--- config.mk ---
export PLATFORM = sky130hd
export DESIGN_NAME = fetch_ctrl
export DESIGN_NICKNAME = d
export VERILOG_FILES = /design/src/rtl/fetch_ctrl.sv
export SDC_FILE = /design/constraint.sdc
export NUM_CORES = 1
export LEC_CHECK = 0
export ABC_AREA = 1
export BUFFER_PORTS_ARGS = -buffer_cell sky130_fd_sc_hd__buf_2
export CORE_ASPECT_RATIO = 0.75
export CORE_MARGIN = 2
export CORE_UTILIZATION = 36
export CTS_BUF_LIST = sky130_fd_sc_hd__clkbuf_16
export DETAILED_ROUTE_END_ITERATION = 10
export PLACE_DENSITY = 0.65
export SLEW_MARGIN = 20
export SYNTH_ARGS = -nofsm -noshare
export SYNTH_HDL_FRONTEND = slang
export SYNTH_SLANG_ARGS = --single-unit
--- constraint.sdc ---
create_clock -name clk_i -period 10.25 [get_ports clk_i]
set_input_delay 0 -clock clk_i [delete_from_list [all_inputs] [get_ports clk_i]]
set_output_delay 0 -clock clk_i [all_outputs]
set_load 0.005 [all_outputs]
--- src/rtl/fetch_ctrl.sv ---
// Instruction fetch controller: one outstanding I-cache request, a 2-entry
// {pc, inst} buffer toward decode, and redirect handling that flushes in-flight work.
module fetch_ctrl #(
    parameter logic [31:0] BOOT_PC = 32'h0000_0000
) (
    input  logic        clk_i,
    input  logic        rst_i,
    output logic        icache_req_o,
    output logic [31:0] icache_addr_o,
    input  logic        icache_rvalid_i,
    input  logic [31:0] icache_rdata_i,
    input  logic        redirect_i,
    input  logic [31:0] redirect_pc_i,
    input  logic        dec_ready_i,
    output logic        inst_valid_o,
    output logic [31:0] inst_o,
    output logic [31:0] pc_o
);
    typedef enum logic [1:0] {FETCH = 2'd0, WAIT = 2'd1, KILL = 2'd2} state_t;

    state_t      state;
    logic [31:0] fetch_pc;
    logic [31:0] req_pc;
    logic [31:0] pc_q   [2];
    logic [31:0] inst_q [2];
    logic [1:0]  count;
    logic        head_valid;
    logic        issue;
    logic        push;
    logic        pop;

    // Handshakes: a request is a one-cycle pulse with no back-pressure; the
    // response is the single icache_rvalid_i pulse that follows it. Decode
    // takes the head on inst_valid_o && dec_ready_i. Redirect cancels all.
    assign head_valid = (count != 2'd0);
    assign issue      = !rst_i && !redirect_i && (state == FETCH) && (count < 2'd2);
    assign push       = (state == WAIT) && icache_rvalid_i && !redirect_i;
    assign pop        = head_valid && dec_ready_i && !redirect_i;

    assign icache_req_o  = issue;
    assign icache_addr_o = fetch_pc;
    assign inst_valid_o  = head_valid;
    assign inst_o        = head_valid ? inst_q[0] : 32'd0;
    assign pc_o          = head_valid ? pc_q[0]   : 32'd0;

    always_ff @(posedge clk_i) begin
        if (rst_i) begin
            state     <= FETCH;
            fetch_pc  <= BOOT_PC;
            req_pc    <= BOOT_PC;
            count     <= 2'd0;
            pc_q[0]   <= 32'd0;
            pc_q[1]   <= 32'd0;
            inst_q[0] <= 32'd0;
            inst_q[1] <= 32'd0;
        end else if (redirect_i) begin
            count    <= 2'd0;
            fetch_pc <= redirect_pc_i & 32'hFFFF_FFFC;
            // A response landing in the redirect cycle is the outstanding one,
            // so it is consumed here rather than waited for in KILL.
            case (state)
                WAIT:    state <= icache_rvalid_i ? FETCH : KILL;
                KILL:    state <= icache_rvalid_i ? FETCH : KILL;
                default: state <= FETCH;
            endcase
        end else begin
            case (state)
                FETCH: begin
                    if (issue) begin
                        req_pc   <= fetch_pc;
                        fetch_pc <= fetch_pc + 32'd4;
                        state    <= WAIT;
                    end
                end
                WAIT:    if (icache_rvalid_i) state <= FETCH;
                KILL:    if (icache_rvalid_i) state <= FETCH;
                default: state <= FETCH;
            endcase

            if (push && pop) begin
                if (count == 2'd1) begin
                    pc_q[0]   <= req_pc;
                    inst_q[0] <= icache_rdata_i;
                end else begin
                    pc_q[0]   <= pc_q[1];
                    inst_q[0] <= inst_q[1];
                    pc_q[1]   <= req_pc;
                    inst_q[1] <= icache_rdata_i;
                end
            end else if (push) begin
                pc_q[count[0]]   <= req_pc;
                inst_q[count[0]] <= icache_rdata_i;
                count            <= count + 2'd1;
            end else if (pop) begin
                pc_q[0]   <= pc_q[1];
                inst_q[0] <= inst_q[1];
                pc_q[1]   <= 32'd0;
                inst_q[1] <= 32'd0;
                count     <= count - 2'd1;
            end
        end
    end
endmodule

==> results.cfg <==
[clock_tree]
cts_num_sinks = 188
tritoncts = built
clock-root-buffer = sky130_fd_sc_hd__clkbuf_16
h_tree_depth_reported_by_cts = 4
post_cts.repair.setup_buffers = 0
clock_insertion_delay_worst_skew_ns = 0.44
tritoncts.num_buffers = 17
count_of_instances_resized_after_the_clock_tree_is_built = 0
clockBufferDepth = 2
clock_pin_slew_on_the_worst_setup_and_hold_paths_ns = 0.08

[min_path]
min_path_type = input port to flip-flop

[timing]
min_period_over_period_pct = 35.4
rsz0062_at_grt = no
worstMarginPinSlew_ns = 0.843
setup-tns-final_ns = 0
final_critical_path_setup_slack_ns = 6.62
final_setup_viols = 0
report.final.hold_viol_count = 0
max_clock_freq_mhz = 275
slew_violations = 0
timing.final.crit_period_ns = 3.63
timing.clock.skew_ns = 0.0101
maxSlewHeadroom_pct = 43.7
fin_worst_hold_slack_ns = 0.0400

[die]
die_area_sq_um = 26200
initial_core_util_pct = 37.0
core-area_sq_um = 24200
die-height_um = 141
ioPinCount = 167
placement_rows = 49
die_w_um = 186

[worst_setup_path]
cp.required_ns = 10.32
critical_path.slowest_cell = sky130_fd_sc_hd__nand3_4
cpLargestDelayFamily = buffers and inverters
crit_path_cell_trace = inv_1, ha_2, buf_4, inv_1, nand3_1, ha_1, nand3_4, nand3b_1, buf_4
setup.worst_path.start_class = flip-flop
timing.critical_path.arrival_ns = 3.71
setup.worst_path.class = flip-flop to flip-flop
path_buf_inv = 4
worstSetupEndpointType = flip-flop
worst_path_largest_cell_delay_ns = 0.64
path_max_fanout = 64

[yosys]
synth_top_cell_by_area = sky130_fd_sc_hd__edfxtp_1
sequential_cell_area_fraction_in_the_yosys_report_pct = 55.8
share_of_the_synthesized_area_in_the_top_cell_type_pct = 41.5
synth-warning-count = 0
synth_ff_type = sky130_fd_sc_hd__edfxtp_1
synth_enable_flop_cells = 124
synthesis.area_sq_um = 8960
synthArstFlopShare_pct = 0
netlist_top_cells_area = sky130_fd_sc_hd__edfxtp_1 (42%), sky130_fd_sc_hd__dfxtp_1 (14%), sky130_fd_sc_hd__inv_1 (8.6%)
synth_cells = 1065
yosys.cell_count.top_type = sky130_fd_sc_hd__inv_1
synth_seq_cells = 188
most_frequent_cells_after_synthesis = sky130_fd_sc_hd__inv_1 (206), sky130_fd_sc_hd__nand2_1 (191), sky130_fd_sc_hd__nor2_1 (186)
avgSynthCellArea_sq_um = 8.42
library_cells_used_by_synthesis = 36

[status]
outcome = finished, final reports clean

[flow_run]
drv.max_cap_violation_count = 0

[global_route]
groute.usage.overall_pct = 18.0
grt_first_pass_wirelength_mm = 36.7
antenna_found_initial = 0
gr-total-overflow = 0
largest_net_degree_at_the_start_of_global_routing = 65
grt_pass1_vias = 7203

[placement]
place.detailed.hpwl_mm = 14.9
rd_place_congestion = 0.866
dpl_cell_area_sq_um = 10000
buffer_ports.inserted = 160
pre_cts_ws_ns = 6.58

[routing]
detail_route.iter0.violations = 631
dr_total_vias = 7593
post_drt_wl_per_cell_um = 14.7
routed_wirelength_mm = 23.6
detail_route.vias_per_cell = 4.73
detail_route.drc_violations = 0
drtAntennaViolNets = 0
drt_pre_antenna_iters = 5

[power_and_ir_drop]
power_report.internal_total_uw = 1260
power.net_switching_uw = 414
power.static_leakage_uw = 0.00494
switching_share_pct = 24.7
power_frac_seq_pct = 51.1
power.density_nw_per_um2 = 149
clkPwrFrac_pct = 40.6
power.share.combinational_pct = 8.2
ir_worst_vdd_mv = 0.113

[layout]
final_layout_size_suffix_gt1_share_pct = 18.1
post_layout_net_count = 1338
num_antenna_cells = 0
layout.core_utilization_pct = 46.3
ff_latch_area_sq_um = 5000
finalInstanceArea_sq_um = 11200
area_growth_pct = 25.2
multi_input_area_sq_um = 2930
nFillCells = 2357
[routing by layer]
layer / wire (um) / vias up / GRT usage, %
li1: - / 3806 / -
met1: 11100 / 3545 / 24.3
met2: 11000 / 232 / 29.7
met3: 1320 / 10 / 3.44
met4: 157 / 0 / 4.68
met5: 0 / - / 0
[final timing paths]
| kind | from | end | slack [ns] | cells past startpoint |
|---|---|---|---|---|
| hold / removal | rst_i | icache_addr_o[5] | 0.04 | 2 |
| setup reg to reg | count[0] | inst_q[0][11] | 6.62 | 9 |
| setup / recovery | count[0] | inst_q[0][11] | 6.62 | 9 |
| hold reg to reg | state[1] | state[1] | 0.46 | 2 |
[cell usage in the layout, fill, tap and decap left out, types with 8 or more instances in the layout]
cell                            instances
sky130_fd_sc_hd__a21oi_1               15
sky130_fd_sc_hd__a31o_2                12
sky130_fd_sc_hd__buf_2                160
sky130_fd_sc_hd__buf_4                  8
sky130_fd_sc_hd__clkbuf_16             17
sky130_fd_sc_hd__dfxtp_1               64
sky130_fd_sc_hd__dlygate4sd3_1         62
sky130_fd_sc_hd__edfxtp_1             124
sky130_fd_sc_hd__inv_1                206
sky130_fd_sc_hd__nand2_1              190
sky130_fd_sc_hd__nand3_1               41
sky130_fd_sc_hd__nand4_1               13
sky130_fd_sc_hd__nor2_1               186
sky130_fd_sc_hd__o21ai_0               38
sky130_fd_sc_hd__o22ai_1               63
[state kept, by name, summed over array words and instances (netlist names)]
register       count
inst_q            64
state              2
icache_addr_o     30
pc_q              60
req_pc            30
count              2
[logic make-up (layout without fill, tap and decap cells)]
family                     count (synthesis)  in the layout  synth area share (%)
AOI/OAI and AO/OA                        149            149                  10.4
xor gates and xnor gates                   5              5                 0.488
adders and majority gates                  8              8                  1.12
buffers and inverters                    267            473                  11.8
DFF                                      188            188                  55.8
other                                      1              4                0.0418
and+or+nand+nor                          447            447                  20.4
[what timing repair did]
item / 4_1_cts / 5_1_grt
endpoints found under the hold margin: 95 / 0
hold buffers: 62 / 0
setup endpoints to repair: 0 / 0
[worst register-to-register path, delay by kind of cell (launching register included)]
family        cells  cell delay (ns)
fa+ha+maj         2             0.43
simple gates      3             1.17
buf+inv           4             1.32
flops             1             0.33
[stage by stage]
stage                     cells  total power [uW]
final                      1605              1680
after global routing       1605              1740
after CTS                  1605              1690
after floorplan            1068               947
after detailed placement   1511               994
after global placement     1511               992
[power by group through the flow]
stage / registers [uW] / clock network [uW] / logic [uW]
floorplan: 872 / 0 / 74.3
global placement: 874 / 0 / 118
detailed placement: 874 / 0 / 120
CTS: 857 / 696 / 138
global route: 861 / 724 / 155
finish: 857 / 682 / 138
[area by class of cell]
| class | instances | share of cell area (%) |
|---|---|---|
| Multi-Input combinational cell | 613 | 26.1 |
| Tap cell | 331 | 3.69 |
| Timing Repair Buffer | 230 | 13.2 |
| Clock buffer | 17 | 3.79 |
| Inverter | 211 | 7.08 |
| Clock inverter | 15 | 1.56 |
| Sequential cell | 188 | 44.6 |
No activity file was read; power rests on OpenSTA's default activity.
